## src/rtl/accum_pkg.sv

```systemverilog
// Shared definitions for the accumulator operand buffer: register map,
// STATUS field positions and the queued entry layout.
package accum_pkg;

   localparam int DATA_W  = 32;
   localparam int ENTRY_W = DATA_W + 2;

   localparam logic [1:0] ADDR_OPERAND = 2'd0;
   localparam logic [1:0] ADDR_CTRL    = 2'd1;
   localparam logic [1:0] ADDR_STATUS  = 2'd2;
   localparam logic [1:0] ADDR_RESULT  = 2'd3;

   localparam int CTRL_NADD_SUB = 0;
   localparam int CTRL_USE_PREV = 1;
   localparam int CTRL_IRQ_EN   = 2;

   localparam int ST_COUNT_LSB = 0;
   localparam int ST_EMPTY     = 8;
   localparam int ST_FULL      = 9;
   localparam int ST_OVERFLOW  = 10;
   localparam int ST_RES_LSB   = 16;

   typedef struct packed {
      logic              nadd_sub;
      logic              use_prev;
      logic [DATA_W-1:0] data;
   } entry_t;

endpackage

```

## src/rtl/sync_fifo.sv

```systemverilog
// Single-clock FIFO with a head-visible output; a push into a full FIFO
// is accepted when a pop happens on the same edge.
module sync_fifo #(
   parameter int WIDTH = 34,
   parameter int DEPTH = 4
) (
   input  logic             clk,
   input  logic             rst,
   input  logic             push,
   input  logic             pop,
   input  logic [WIDTH-1:0] din,
   output logic [WIDTH-1:0] dout,
   output logic             full,
   output logic             empty,
   output logic [4:0]       count
);

   localparam int PW = (DEPTH > 1) ? $clog2(DEPTH) : 1;

   logic [WIDTH-1:0] mem [DEPTH];
   logic [PW-1:0]    wr_ptr;
   logic [PW-1:0]    rd_ptr;
   logic             do_push;
   logic             do_pop;

   assign empty   = (count == 5'd0);
   assign full    = (count == 5'(DEPTH));
   assign do_pop  = pop & ~empty;
   assign do_push = push & (~full | do_pop);

   // DEPTH is a power of two, so natural pointer overflow wraps modulo DEPTH
   always_ff @(posedge clk) begin
      if (rst) begin
         wr_ptr <= '0;
         rd_ptr <= '0;
         count  <= '0;
      end else begin
         if (do_push) wr_ptr <= wr_ptr + 1'b1;
         if (do_pop)  rd_ptr <= rd_ptr + 1'b1;
         case ({do_push, do_pop})
            2'b10:   count <= count + 1'b1;
            2'b01:   count <= count - 1'b1;
            default: ;
         endcase
      end
   end

   always_ff @(posedge clk) begin
      if (do_push) mem[wr_ptr] <= din;
   end

   assign dout = empty ? '0 : mem[rd_ptr];

endmodule

```

## src/rtl/accum_operand_fifo.sv

```systemverilog
// Wishbone-slave operand queue feeding the add/sub accumulator as a
// valid/ready stream, with CTRL/STATUS/RESULT registers for firmware.
module accum_operand_fifo
   import accum_pkg::*;
#(
   parameter int BITS  = 32,
   parameter int DEPTH = 4
) (
   input  logic            wb_clk_i,
   input  logic            wb_rst_i,
   input  logic            wbs_stb_i,
   input  logic            wbs_cyc_i,
   input  logic            wbs_we_i,
   input  logic [3:0]      wbs_sel_i,
   input  logic [31:0]     wbs_adr_i,
   input  logic [31:0]     wbs_dat_i,
   output logic            wbs_ack_o,
   output logic [31:0]     wbs_dat_o,
   output logic            op_valid,
   input  logic            op_ready,
   output logic [BITS-1:0] op_data,
   output logic            op_nadd_sub,
   output logic            op_use_prev,
   input  logic            res_valid,
   input  logic [BITS-1:0] res_data,
   output logic            fifo_irq
);

   logic            svc;
   logic            wr;
   logic [1:0]      reg_idx;
   logic [2:0]      ctrl;
   logic            overflow;
   logic [7:0]      res_count;
   logic [BITS-1:0] result;
   logic            push_req;
   logic            pop;
   logic            full;
   logic            empty;
   logic [4:0]      count;
   logic [31:0]     rdata;
   entry_t          push_ent;
   entry_t          head;
   logic            unused;

   assign unused = ^{wbs_adr_i[31:4], wbs_adr_i[1:0]};

   // the !ack guard makes each request take exactly one service cycle
   assign svc      = wbs_cyc_i & wbs_stb_i & ~wbs_ack_o;
   assign wr       = svc & wbs_we_i;
   assign reg_idx  = wbs_adr_i[3:2];
   assign push_req = wr & (reg_idx == ADDR_OPERAND) & (wbs_sel_i == 4'hF);
   assign pop      = op_valid & op_ready;

   // opcode is captured from CTRL at push time
   assign push_ent = '{nadd_sub: ctrl[CTRL_NADD_SUB],
                       use_prev: ctrl[CTRL_USE_PREV],
                       data:     wbs_dat_i};

   sync_fifo #(
      .WIDTH(ENTRY_W),
      .DEPTH(DEPTH)
   ) u_fifo (
      .clk  (wb_clk_i),
      .rst  (wb_rst_i),
      .push (push_req),
      .pop  (pop),
      .din  (push_ent),
      .dout (head),
      .full (full),
      .empty(empty),
      .count(count)
   );

   assign op_valid    = ~empty;
   assign op_data     = head.data;
   assign op_nadd_sub = head.nadd_sub;
   assign op_use_prev = head.use_prev;

   always_comb begin
      rdata = '0;
      case (reg_idx)
         ADDR_CTRL: rdata[2:0] = ctrl;
         ADDR_STATUS: begin
            rdata[ST_COUNT_LSB +: 5] = count;
            rdata[ST_EMPTY]          = empty;
            rdata[ST_FULL]           = full;
            rdata[ST_OVERFLOW]       = overflow;
            rdata[ST_RES_LSB +: 8]   = res_count;
         end
         ADDR_RESULT: rdata = result;
         default: ;
      endcase
   end

   always_ff @(posedge wb_clk_i) begin
      if (wb_rst_i) begin
         wbs_ack_o <= 1'b0;
         wbs_dat_o <= '0;
         ctrl      <= '0;
         overflow  <= 1'b0;
         res_count <= '0;
         result    <= '0;
         fifo_irq  <= 1'b0;
      end else begin
         wbs_ack_o <= svc;
         if (svc) wbs_dat_o <= wbs_we_i ? 32'd0 : rdata;
         if (wr && reg_idx == ADDR_CTRL && wbs_sel_i[0]) ctrl <= wbs_dat_i[2:0];
         if (push_req && full && !pop)
            overflow <= 1'b1;
         else if (wr && reg_idx == ADDR_STATUS)
            overflow <= 1'b0;
         if (res_valid) begin
            result    <= res_data;
            res_count <= res_count + 8'd1;
         end
         fifo_irq <= empty & ctrl[CTRL_IRQ_EN];
      end
   end

endmodule

```

## config.mk

```make
export PLATFORM = sky130hd
export DESIGN_NAME = accum_operand_fifo
export DESIGN_NICKNAME = d
export VERILOG_FILES = /design/src/rtl/accum_pkg.sv /design/src/rtl/sync_fifo.sv /design/src/rtl/accum_operand_fifo.sv
export SDC_FILE = /design/constraint.sdc
export NUM_CORES = 1
export LEC_CHECK = 0
export CORE_ASPECT_RATIO = 1.1
export CORE_MARGIN = 3
export CORE_UTILIZATION = 51
export DETAILED_ROUTE_END_ITERATION = 12
export PLACE_DENSITY = 0.88
export SLEW_MARGIN = 20
export SYNTH_ARGS = -nofsm -noshare
export SYNTH_HDL_FRONTEND = slang
export SYNTH_SLANG_ARGS = --single-unit
```

## constraint.sdc

```tcl
create_clock -name wb_clk_i -period 3.9 [get_ports wb_clk_i]
set_input_delay 0.975 -clock wb_clk_i [delete_from_list [all_inputs] [get_ports wb_clk_i]]
set_output_delay 0.975 -clock wb_clk_i [all_outputs]
set_load 0.02 [all_outputs]
```

==> summary.md <==
| Metric | Value |
|---|---|
| Status | complete, no violations |
| Reg clk slew, reported paths | 60 ps |
| CP endpoint kind | output pin |
| Power per cell area | 618.2 nW/um^2 |
| Drt wl/cell | 19.45 um |
| Chip Width | 130.9 um |
| Fill cells | 1103 |
| Ys flop type | edfxtp_1 |
| CTS tree | yes |
| Syn Inst Count | 601 |
| Die ar. | 18760 um^2 |
| Post-CTS Setup Inserts | 0 |
| Crit share post-route | 0.9518 |
| Maximum operating frequency | 0.2694 GHz |
| Core area | 16550 um^2 |
| Post-cts sizing count | 0 |
| Post-DP Area | 10510 um^2 |
| Worst setup margin | 187.9 ps |
| Most common cell in the synthesized netlist | edfxtp_1 |
| Area occupied by multi-input gates | 2699 um^2 |
| Vias in the first global route | 5793 |
| Clock Root Buffer | clkbuf_16 |
| WP data arrival | 2740 ps |
| Post-route design area | 11180 um^2 |
| Routed Antenna Nets | 0 |
| Clock buffer count from CTS | 22 |
| Residual DRC | 0 |
| Largest net degree at the start of global routing | 47 |
| VDD IR max | 0.3656 mV |
| Die H | 143.3 um |
| # hold bufs at CTS | 0 |
| RSZ-0062 raised after global routing | false |
| Final hold violation count | 0 |
| Setup violators final | 0 |
| Diodes inserted | 0 |
| Clk Latency, worst-skew pair | 490 ps |
| Synth area leaders | edfxtp_1, dfxtp_1, mux4_2 |
| Layout Nets | 866 |
| Reg2reg setup slack | 910 ps |
| Worst slack at placement | 52.60 ps |
| Row Count | 49 |
| Post-Syn Area | 8746 um^2 |
| Synth top cells by count | edfxtp_1, dfxtp_1, nor2_1 |
| Area growth syn-to-layout | 27.83% |
| Crit-path leading delay family | simple AND/OR/NAND/NOR gates |
| Vias | 5506 |
| H-tree Lvls | 1 |
| Ys Warns | 0 |
| Crit path buffers/inverters | 3 |
| Initial Utilization | 0.5283 |
| Clock Path Buffers | 3 |
| Syn nets | 715 |
| Slowest stage delay, CP | 590 ps |
| WP data required | 2920 ps |
| Vias per cell | 5.670 |
| Register Area | 5868 um^2 |
| Post-route minimum period | 3712 ps |
| Avg Cell Area, Syn | 14.55 um^2 |
| Startpoint Class | register |
| Final wirelength | 18.89 mm |
| Initial antenna violation count | 0 |
| GP Congestion | 0.9121 |
| Dpl hpwl | 12.26 mm |
| Worst path cell trace | or4_4, nor2_2, inv_1, buf_4, and2_1, clkdlybuf4s50_1 |
| Cell variety after synth | 46 |
| DRT Pass-1 Iters | 5 |
| Sequential-to-total area share from yosys stat | 0.6707 |
| First-pass GRT wire length | 30.11 mm |
| IO Pins | 176 |
| Port Buf Inserts | 145 |
| Total Neg Setup Slack | 0 ps |
| Fin. max-slew vios | 0 |
| Initial DRC Count | 552 |
| Worst slew margin | 0.4075 |
| Synth top area share | 0.4670 |
| Clk sinks | 225 |
| Share of layout cells above drive strength 1 | 0.1317 |
| Worst-margin pin slew | 888.8 ps |
| Lkg Pwr | 3.839 nW |
| Critical Path Fanout Max | 36 |
| Max Clock Skew | 9.271 ps |
| HP Class | reg2reg |
| Worst Setup Path Type | reg2out |
| Total power | 6.912 mW |
| Total gr overflow | 0 |
| MaxCap Viol Count | 0 |
| FFs w/ async S/R, synth | 0 |
| EDFF count, synth | 136 |
| Area leader, netlist | edfxtp_1 |
| All-Layer GR Usage | 0.2034 |
| Crit path max-delay cell type | or4_4 |
| #FFs+latches synth | 225 |
[layout make-up]
type	instances	share of cell area
Inverter	8	0.002686
Tap cell	204	0.02283
Clock buffer	30	0.05383
Sequential cell	225	0.5249
Multi-Input combinational cell	331	0.2414
Clock inverter	9	0.005932
Timing Repair Buffer	164	0.1484
[per-stage QoR]
step           hold WS (ps)    util  std cells
2_1_floorplan         431.3       -        601
3_3_place_gp          444.5  0.6348        932
3_5_place_dp          448.8  0.6348        932
4_1_cts               462.7  0.6752        971
5_1_grt               471.6  0.6754        971
6_report              458.2  0.6754        971
[metal layers]
| metal | vias to the layer above | wire length [um] | GRT usage |
|---|---|---|---|
| li1 | 2538 | - | - |
| met1 | 2710 | 7432 | 0.2484 |
| met2 | 233 | 9436 | 0.3569 |
| met3 | 25 | 1683 | 0.05874 |
| met4 | 0 | 336 | 0.04927 |
| met5 | - | 0 | 0 |
[report_power, final]
| part | total [mW] | internal [mW] | leakage (nW) | switching [mW] |
|---|---|---|---|---|
| combinational | 2.28 | 1.12 | 1.57 | 1.15 |
| sequential | 2.67 | 2.58 | 1.95 | 0.0875 |
| clock | 1.97 | 1.14 | 0.322 | 0.824 |
| total | 6.91 | 4.85 | 3.84 | 2.07 |
[state kept, by name (all words and copies together) (netlist names), named ones only]
register / flops
u_fifo.count: 5
u_fifo.rd_ptr: 2
u_fifo.wr_ptr: 2
ctrl: 3
u_fifo.mem: 136
res_count: 8
wbs_ack_o: 1
wbs_dat_o: 32
overflow: 1
result: 32
fifo_irq: 1
[worst min-delay path: stages, from the launching register on]
cell and delay (ps):
dfxtp_1 310, nand2_1 50, a21oi_1 50
[cell families after synthesis]
logic type	synth area share
muxes	0.1318
DFF	0.6707
buffers and inverters	0.02289
adders and majority gates	0.01001
AOI/OAI and AO/OA	0.05851
xor gates and xnor gates	0.009012
and+or+nand+nor	0.09714
[layout by cell type, fill, tap and decap left out, types with 6 or more instances in the layout]
| cell type | count |
|---|---|
| edfxtp_1 | 136 |
| mux2i_1 | 36 |
| inv_1 | 8 |
| nand2_1 | 23 |
| nor2_1 | 68 |
| a22oi_1 | 31 |
| ha_1 | 7 |
| clkdlybuf4s50_1 | 143 |
| o21ai_0 | 9 |
| buf_4 | 13 |
| clkbuf_1 | 7 |
| dfxtp_1 | 87 |
| clkbuf_16 | 23 |
| buf_12 | 6 |
| mux4_2 | 34 |
| a21oi_1 | 25 |
| and2_1 | 34 |
[worst paths after layout]
| kind | from | end | cells after the start |
|---|---|---|---|
| max | u_fifo.count[1]$_SDFFE_PP0P_ | op_use_prev | 6 |
| max reg2reg | u_fifo.count[1]$_SDFFE_PP0P_ | u_fifo.count[4]$_SDFFE_PP0P_ | 10 |
| min | result[9]$_SDFFE_PP0P_ | wbs_dat_o[9]$_SDFFE_PP0N_ | 2 |
| min reg2reg | result[9]$_SDFFE_PP0P_ | wbs_dat_o[9]$_SDFFE_PP0N_ | 2 |
(Power assumes the default switching activity.)
